===== config.mk =====
export PLATFORM = sky130hd
export DESIGN_NAME = shift_arbiter_flat
export DESIGN_NICKNAME = d
export VERILOG_FILES = /design/src/rtl/shift_arbiter_if.sv /design/src/rtl/shift_arbiter.sv /design/src/flat_wrapper.sv
export SDC_FILE = /design/constraint.sdc
export NUM_CORES = 1
export LEC_CHECK = 0
export BUFFER_PORTS_ARGS = -buffer_cell sky130_fd_sc_hd__buf_2
export CAP_MARGIN = 20
export CORE_MARGIN = 4
export CORE_UTILIZATION = 38
export CTS_BUF_LIST = sky130_fd_sc_hd__clkbuf_8
export CTS_CLUSTER_DIAMETER = 40
export DETAILED_ROUTE_END_ITERATION = 10
export HOLD_SLACK_MARGIN = 0.15
export SYNTH_ARGS = -nofsm -noshare
export SYNTH_HDL_FRONTEND = slang
export SYNTH_SLANG_ARGS = --single-unit

===== constraint.sdc =====
create_clock -name clk -period 5.8 [get_ports clk]
set_clock_uncertainty 0.2 [all_clocks]
set_input_delay 0.87 -clock clk [delete_from_list [all_inputs] [get_ports clk]]
set_output_delay 0.87 -clock clk [all_outputs]
set_load 0.01 [all_outputs]

===== src/rtl/shift_arbiter_if.sv =====
// shift_arbiter_if
// Bundle of request, result and status signals around the shared shift unit.
//   a_*   : requester A (execute stage): valid/ready, operand, shift amount, op
//   b_*   : requester B (address/immediate path): same fields as A
//   res_* : result channel: valid/ready, shifted value, source tag (0 = A, 1 = B)
//   busy  : unit is not idle
// Modports: master = requesters plus result consumer, slave = the shift unit.
interface shift_arbiter_if #(
    parameter int DATA_W  = 16,
    parameter int SHAMT_W = 4
);
    logic               a_valid;
    logic               a_ready;
    logic [DATA_W-1:0]  a_in;
    logic [SHAMT_W-1:0] a_shamt;
    logic [1:0]         a_op;
    logic               b_valid;
    logic               b_ready;
    logic [DATA_W-1:0]  b_in;
    logic [SHAMT_W-1:0] b_shamt;
    logic [1:0]         b_op;
    logic               res_valid;
    logic               res_ready;
    logic [DATA_W-1:0]  res_out;
    logic               res_src;
    logic               busy;

    modport master (
        output a_valid, a_in, a_shamt, a_op,
        output b_valid, b_in, b_shamt, b_op,
        output res_ready,
        input  a_ready, b_ready, res_valid, res_out, res_src, busy
    );

    modport slave (
        input  a_valid, a_in, a_shamt, a_op,
        input  b_valid, b_in, b_shamt, b_op,
        input  res_ready,
        output a_ready, b_ready, res_valid, res_out, res_src, busy
    );
endinterface


===== src/rtl/shift_arbiter.sv =====
// shift_arbiter
// Round-robin shares one iterative 16-bit shifter between requesters A and B.
// One logarithmic stage (2^k) is applied per cycle, selected by shamt[k].
// Ops: 00 rotate left, 01 shift left logical, 10 shift right arithmetic,
//      11 shift right logical.
// Ports:
//   clk   : system clock
//   rst_n : asynchronous active-low reset
//   bus   : shift_arbiter_if.slave (requests A/B, result channel, busy)
// Optional build macro SHIFT_SKIP_EN: end SHIFT as soon as no higher shamt
// bits remain set (shamt = 0 goes straight to DONE). Undefined: always 4
// SHIFT cycles.
//
// state | meaning
// ------+---------------------------------------------------------------
// IDLE  | waiting for a request; grant is combinational this cycle
// SHIFT | applying stage k of the captured request, one stage per cycle
// DONE  | result presented on res_*, held until res_ready
module shift_arbiter #(
    parameter int DATA_W  = 16,
    parameter int SHAMT_W = 4
) (
    input  logic           clk,
    input  logic           rst_n,
    shift_arbiter_if.slave bus
);
    typedef enum logic [1:0] {
        IDLE  = 2'd0,
        SHIFT = 2'd1,
        DONE  = 2'd2
    } state_t;

    state_t             state_q, state_d;
    logic [DATA_W-1:0]  data_q, data_d;
    logic [SHAMT_W-1:0] shamt_q, shamt_d;
    logic [1:0]         op_q, op_d;
    logic               src_q, src_d;
    logic               rr_q, rr_d;
    logic [1:0]         k_q, k_d;

    logic               grant_a, grant_b, accept;
    logic [SHAMT_W-1:0] shamt_sel;
    logic               last_stage, skip_shift;

    function automatic logic [DATA_W-1:0] shift_stage(
        input logic [DATA_W-1:0] d,
        input logic [1:0]        op,
        input logic [1:0]        k
    );
        logic [SHAMT_W:0]    amt;
        logic [2*DATA_W-1:0] rot;
        logic [DATA_W-1:0]   r;
        amt = (SHAMT_W+1)'(1) << k;
        rot = {d, d} << amt;
        case (op)
            2'b00:   r = rot[2*DATA_W-1:DATA_W];
            2'b01:   r = d << amt;
            2'b10:   r = DATA_W'($signed(d) >>> amt);
            default: r = d >> amt;
        endcase
        return r;
    endfunction

    assign accept    = grant_a | grant_b;
    assign shamt_sel = grant_b ? bus.b_shamt : bus.a_shamt;

`ifdef SHIFT_SKIP_EN
    logic [SHAMT_W-1:0] shamt_above;
    assign shamt_above = shamt_q >> k_q;
    // Stop once no shamt bit above the current stage is left to apply.
    assign last_stage  = (k_q == 2'd3) || (shamt_above[SHAMT_W-1:1] == '0);
    assign skip_shift  = (shamt_sel == '0);
`else
    assign last_stage  = (k_q == 2'd3);
    assign skip_shift  = 1'b0;
`endif

    always_ff @(posedge clk or negedge rst_n) begin
        if (!rst_n) begin
            state_q <= IDLE;
        end else begin
            state_q <= state_d;
        end
    end

    always_comb begin
        state_d = state_q;
        case (state_q)
            IDLE:    if (accept) state_d = skip_shift ? DONE : SHIFT;
            SHIFT:   if (last_stage) state_d = DONE;
            DONE:    if (bus.res_ready) state_d = IDLE;
            default: state_d = IDLE;
        endcase
    end

    // Grants are gated by rst_n so both readies stay low while reset is held.
    always_comb begin
        grant_a = 1'b0;
        grant_b = 1'b0;
        if (state_q == IDLE && rst_n) begin
            grant_a = bus.a_valid & (~bus.b_valid | ~rr_q);
            grant_b = bus.b_valid & (~bus.a_valid | rr_q);
        end
        bus.a_ready   = grant_a;
        bus.b_ready   = grant_b;
        bus.res_valid = (state_q == DONE);
        bus.busy      = (state_q != IDLE);
        bus.res_out   = data_q;
        bus.res_src   = src_q;
    end

    always_comb begin
        data_d  = data_q;
        shamt_d = shamt_q;
        op_d    = op_q;
        src_d   = src_q;
        rr_d    = rr_q;
        k_d     = k_q;
        case (state_q)
            IDLE: begin
                if (accept) begin
                    data_d  = grant_b ? bus.b_in : bus.a_in;
                    shamt_d = shamt_sel;
                    op_d    = grant_b ? bus.b_op : bus.a_op;
                    src_d   = grant_b;
                    k_d     = 2'd0;
                end
            end
            SHIFT: begin
                if (shamt_q[k_q]) data_d = shift_stage(data_q, op_q, k_q);
                k_d = k_q + 2'd1;
            end
            DONE: begin
                k_d = 2'd0;
                if (bus.res_ready) rr_d = ~src_q;
            end
            default: k_d = 2'd0;
        endcase
    end

    always_ff @(posedge clk or negedge rst_n) begin
        if (!rst_n) begin
            data_q  <= '0;
            shamt_q <= '0;
            op_q    <= 2'b00;
            src_q   <= 1'b0;
            rr_q    <= 1'b0;
            k_q     <= 2'd0;
        end else begin
            data_q  <= data_d;
            shamt_q <= shamt_d;
            op_q    <= op_d;
            src_q   <= src_d;
            rr_q    <= rr_d;
            k_q     <= k_d;
        end
    end
endmodule

===== src/flat_wrapper.sv =====
// flat-port wrapper written by rule: the top's interface ports become plain ports
module shift_arbiter_flat 
#(
    parameter int DATA_W  = 16,
    parameter int SHAMT_W = 4
)
  (clk, rst_n, bus_a_valid, bus_a_in, bus_a_shamt, bus_a_op, bus_b_valid, bus_b_in, bus_b_shamt, bus_b_op, bus_res_ready, bus_a_ready, bus_b_ready, bus_res_valid, bus_res_out, bus_res_src, bus_busy);
  shift_arbiter_if #(.DATA_W(DATA_W), .SHAMT_W(SHAMT_W)) bus_i ();
  input  logic clk;
  input  logic rst_n;
  input wire logic [$bits(bus_i.a_valid)-1:0] bus_a_valid;
  input wire logic [$bits(bus_i.a_in)-1:0] bus_a_in;
  input wire logic [$bits(bus_i.a_shamt)-1:0] bus_a_shamt;
  input wire logic [$bits(bus_i.a_op)-1:0] bus_a_op;
  input wire logic [$bits(bus_i.b_valid)-1:0] bus_b_valid;
  input wire logic [$bits(bus_i.b_in)-1:0] bus_b_in;
  input wire logic [$bits(bus_i.b_shamt)-1:0] bus_b_shamt;
  input wire logic [$bits(bus_i.b_op)-1:0] bus_b_op;
  input wire logic [$bits(bus_i.res_ready)-1:0] bus_res_ready;
  output wire logic [$bits(bus_i.a_ready)-1:0] bus_a_ready;
  output wire logic [$bits(bus_i.b_ready)-1:0] bus_b_ready;
  output wire logic [$bits(bus_i.res_valid)-1:0] bus_res_valid;
  output wire logic [$bits(bus_i.res_out)-1:0] bus_res_out;
  output wire logic [$bits(bus_i.res_src)-1:0] bus_res_src;
  output wire logic [$bits(bus_i.busy)-1:0] bus_busy;
  assign bus_i.a_valid = bus_a_valid;
  assign bus_i.a_in = bus_a_in;
  assign bus_i.a_shamt = bus_a_shamt;
  assign bus_i.a_op = bus_a_op;
  assign bus_i.b_valid = bus_b_valid;
  assign bus_i.b_in = bus_b_in;
  assign bus_i.b_shamt = bus_b_shamt;
  assign bus_i.b_op = bus_b_op;
  assign bus_i.res_ready = bus_res_ready;
  assign bus_a_ready = bus_i.a_ready;
  assign bus_b_ready = bus_i.b_ready;
  assign bus_res_valid = bus_i.res_valid;
  assign bus_res_out = bus_i.res_out;
  assign bus_res_src = bus_i.res_src;
  assign bus_busy = bus_i.busy;
  shift_arbiter #(.DATA_W(DATA_W), .SHAMT_W(SHAMT_W)) u_core (.clk(clk), .rst_n(rst_n), .bus(bus_i));
endmodule

==> run metrics <==
status=finished clean; Die X=111 µm; area share of fa/ha/maj cells after synthesis=0.0187; # rows=37; I/O pin count=70; Setup Crit Path Kind=register to register; Longest Clk Path Bufs=2; gp weighted congestion=0.989; Yosys reg bits=28; Post-synth ARST share=1.00; CP Data Required Time=5.80 ns; relative slew slack=0.395; GR Overflow Total=0; xor/xnor cell area share of the yosys netlist=0; share of the synthesized area in the top cell type=0.174; cts bufs inserted=3; Port Buf Inserts=69; sequential share of power=0.194; Switch Pwr=1.79 mW; core area=0.0103 mm²; multi-input logic area=0.00299 mm²; Post-synth EDFFs=0; Final Max Tran Viols=0; Initial DRT Pass Iterations=5; Compound-Gate Fraction of Synth Area=0.243; post-route setup TNS=0 ns; leakage=between 1.5 and 2 nW; total track usage=0.234; Synth Area in Simple Gates=0.143; # diodes=0; DRC=0; CTS root buf=clkbuf_8; Post-CTS Setup Bufs=0; Final Non-Filler Cells=slightly above 600; PwrDens=735 mW/mm²; die height=~110 µm; vias per inst=6.79; starting density of the core=0.390; initial antenna violation count=0; most common cell in the netlist=nand2_1; DRT antenna net count=0; Fin. Hold Viols=0; Clock Pin Slew Worst Setup and Hold Paths=~0.11 ns; Clock Latency Late Sink=0.29 ns; Top Usage Layer GRT=met2; drt wl/cell=approximately 24 µm; post-synthesis cell type count=61; main combinational cell family by area after synthesis=multiplexers; synth cell count leaders=nand2_1 (53), mux2i_1 (45), dfrtp_1 (28); worst vdd ir=0.231 mV; RSZ-0062 raised after global routing=no; post-synthesis sequential area ratio=0.174; Cells after DPL=about 610; # nets final=537; Max Cap Viol=0; vias in the first global route=4096; synthesis-to-finish area growth=8.80%; switching share of total power=0.557; die area=0.0123 mm²; Fin Hold WS=0.289 ns; Comb pwr share=0.766; TritonCTS clock tree=built; vias=approximately 4200; largest net degree at the start of global routing=between 40 and 50; Period Utilization, post-route=0.607; Total Wirelength=approximately 15000 µm; endpoint type of the worst setup path=register; FMAX=0.284 GHz; area leader, netlist=dfrtp_1; Setup-failing EPs final=0; clock share of power=0.041; crit start category=register; 1st-iter DRT viols=~630; H-Tree Depth=1; layout cells sized above 1=0.270; synthesized cell area=0.00402 mm²; yosys warns=0; GRT met1 Usage=0.336; first-pass GRT wire length=around 23000 µm; maximum fanout along the worst path=37; GRT met3 Usage=0.0382; Synthesized Nets=509; Final HPWL DP=10100 µm; Post-Syn Instances=454; Worst Tran Pin Value=0.906 ns; Internal Pwr Total=1.43 mW; Hold WC Path Type=register to register; post-cts hold buffer count=0; Fill cells=1071; Main synth FF type=dfrtp_1; met2 Track Usage GR=0.348; minimum clock period=3.52 ns; top cells by area, synth=dfrtp_1 (17%), mux4_2 (12%), mux2i_1 (11%), mux4_1 (5.9%), mux2_2 (5.0%); arrival time worst endpoint=about 3.5 ns; mux contribution to synthesized area=0.339; CTS Sinks=28; Avg Cell Area, Syn=just under 9 µm²; Reg area=701 µm²; post-cts sizing count=0
==> power by group through the flow <==
stage / clock (mW) / sequential [mW] / combinational (mW)
4_1_cts: 0.131 / 0.604 / 2.39
5_1_grt: 0.139 / 0.632 / 2.66
3_5_place_dp: 0 / 0.607 / 2.38
3_3_place_gp: 0 / 0.609 / 2.36
2_1_floorplan: 0 / 0.413 / 1.98
6_report: 0.131 / 0.624 / 2.46
==> cell families after synthesis <==
group                      count (synthesis)
AOI/OAI and AO/OA                        138
and+or+nand+nor                          125
muxes                                     93
buffers and inverters                     64
DFF                                       28
adders and majority gates                  6
==> metrics by stage <==
| stage | util | total power, mW | area, µm² | setup slack, ns |
|---|---|---|---|---|
| 2_1_floorplan | - | 2.39 | 4020 | 2.98 |
| 3_3_place_gp | 0.416 | 2.97 | 4300 | 2.35 |
| 3_5_place_dp | 0.416 | 2.99 | 4300 | 2.23 |
| 4_1_cts | 0.421 | 3.13 | 4350 | 2.21 |
| 5_1_grt | 0.424 | 3.43 | 4380 | 2.06 |
| 6_report | 0.424 | 3.22 | 4380 | 2.28 |
==> cells in the final DEF (no fill, tap or decap), types with 5 or more instances in the layout <==
cell type	count
o211ai_1	9
o221ai_1	8
mux4_2	21
dfrtp_1	28
nand3_1	8
nor2_1	25
o21ai_0	25
o22ai_1	8
nor2b_1	5
a31oi_1	10
mux2_2	18
mux2i_1	45
o311ai_0	6
o31ai_1	8
buf_4	7
nand2_1	53
nand2b_1	7
inv_1	8
a211oi_1	8
mux4_1	9
ha_1	6
a21oi_1	18
nor3_1	10
buf_2	69
==> layout make-up <==
type / instances / area share
well taps: 136 / 0.0389
inverters: 10 / 0.00857
flip-flops and latches: 28 / 0.160
clock buffers: 4 / 0.0126
multi-input cells: 362 / 0.683
repair buffers: 77 / 0.0972
==> worst max-delay path, cell delays in order (launching register included) <==
cell and delay (ns):
dfrtp_1 0.45, inv_1 0.14, ha_1 0.16, buf_4 0.39, clkinv_1 0.69, mux4_2 0.74
o221ai_2 0.17, o211ai_1 0.16, a311oi_1 0.30
==> layer usage <==
layer / vias up / wire (µm)
li1: 1829 / -
met1: 1987 / 6100
met2: 320 / 6330
met3: 53 / 1730
met4: 0 / 637
met5: - / 0
==> state kept, by name, indices dropped and copies added, names as in the netlist <==
register            flops
u_core.bus.res_src      1
u_core.state_q          2
u_core.rr_q             1
u_core.op_q             2
u_core.bus.res_out     16
u_core.shamt_q          4
u_core.k_q              2
==> path summary, 6_finish.rpt <==
check | start | endpoint | slack, ns | cells after the start
max | u_core.k_q[1] | u_core.bus.res_out[10] | 2.28 | 8
min | u_core.shamt_q[2] | u_core.shamt_q[2] | 0.29 | 2
max reg2reg | u_core.k_q[1] | u_core.bus.res_out[10] | 2.28 | 8
min reg2reg | u_core.shamt_q[2] | u_core.shamt_q[2] | 0.29 | 2
max in group asynchronous | rst_n | u_core.bus.res_out[11] | 4.52 | 1
min in group asynchronous | rst_n | u_core.bus.res_out[6] | 0.42 | 1
Note: power is estimated with default switching activity, not from simulation.
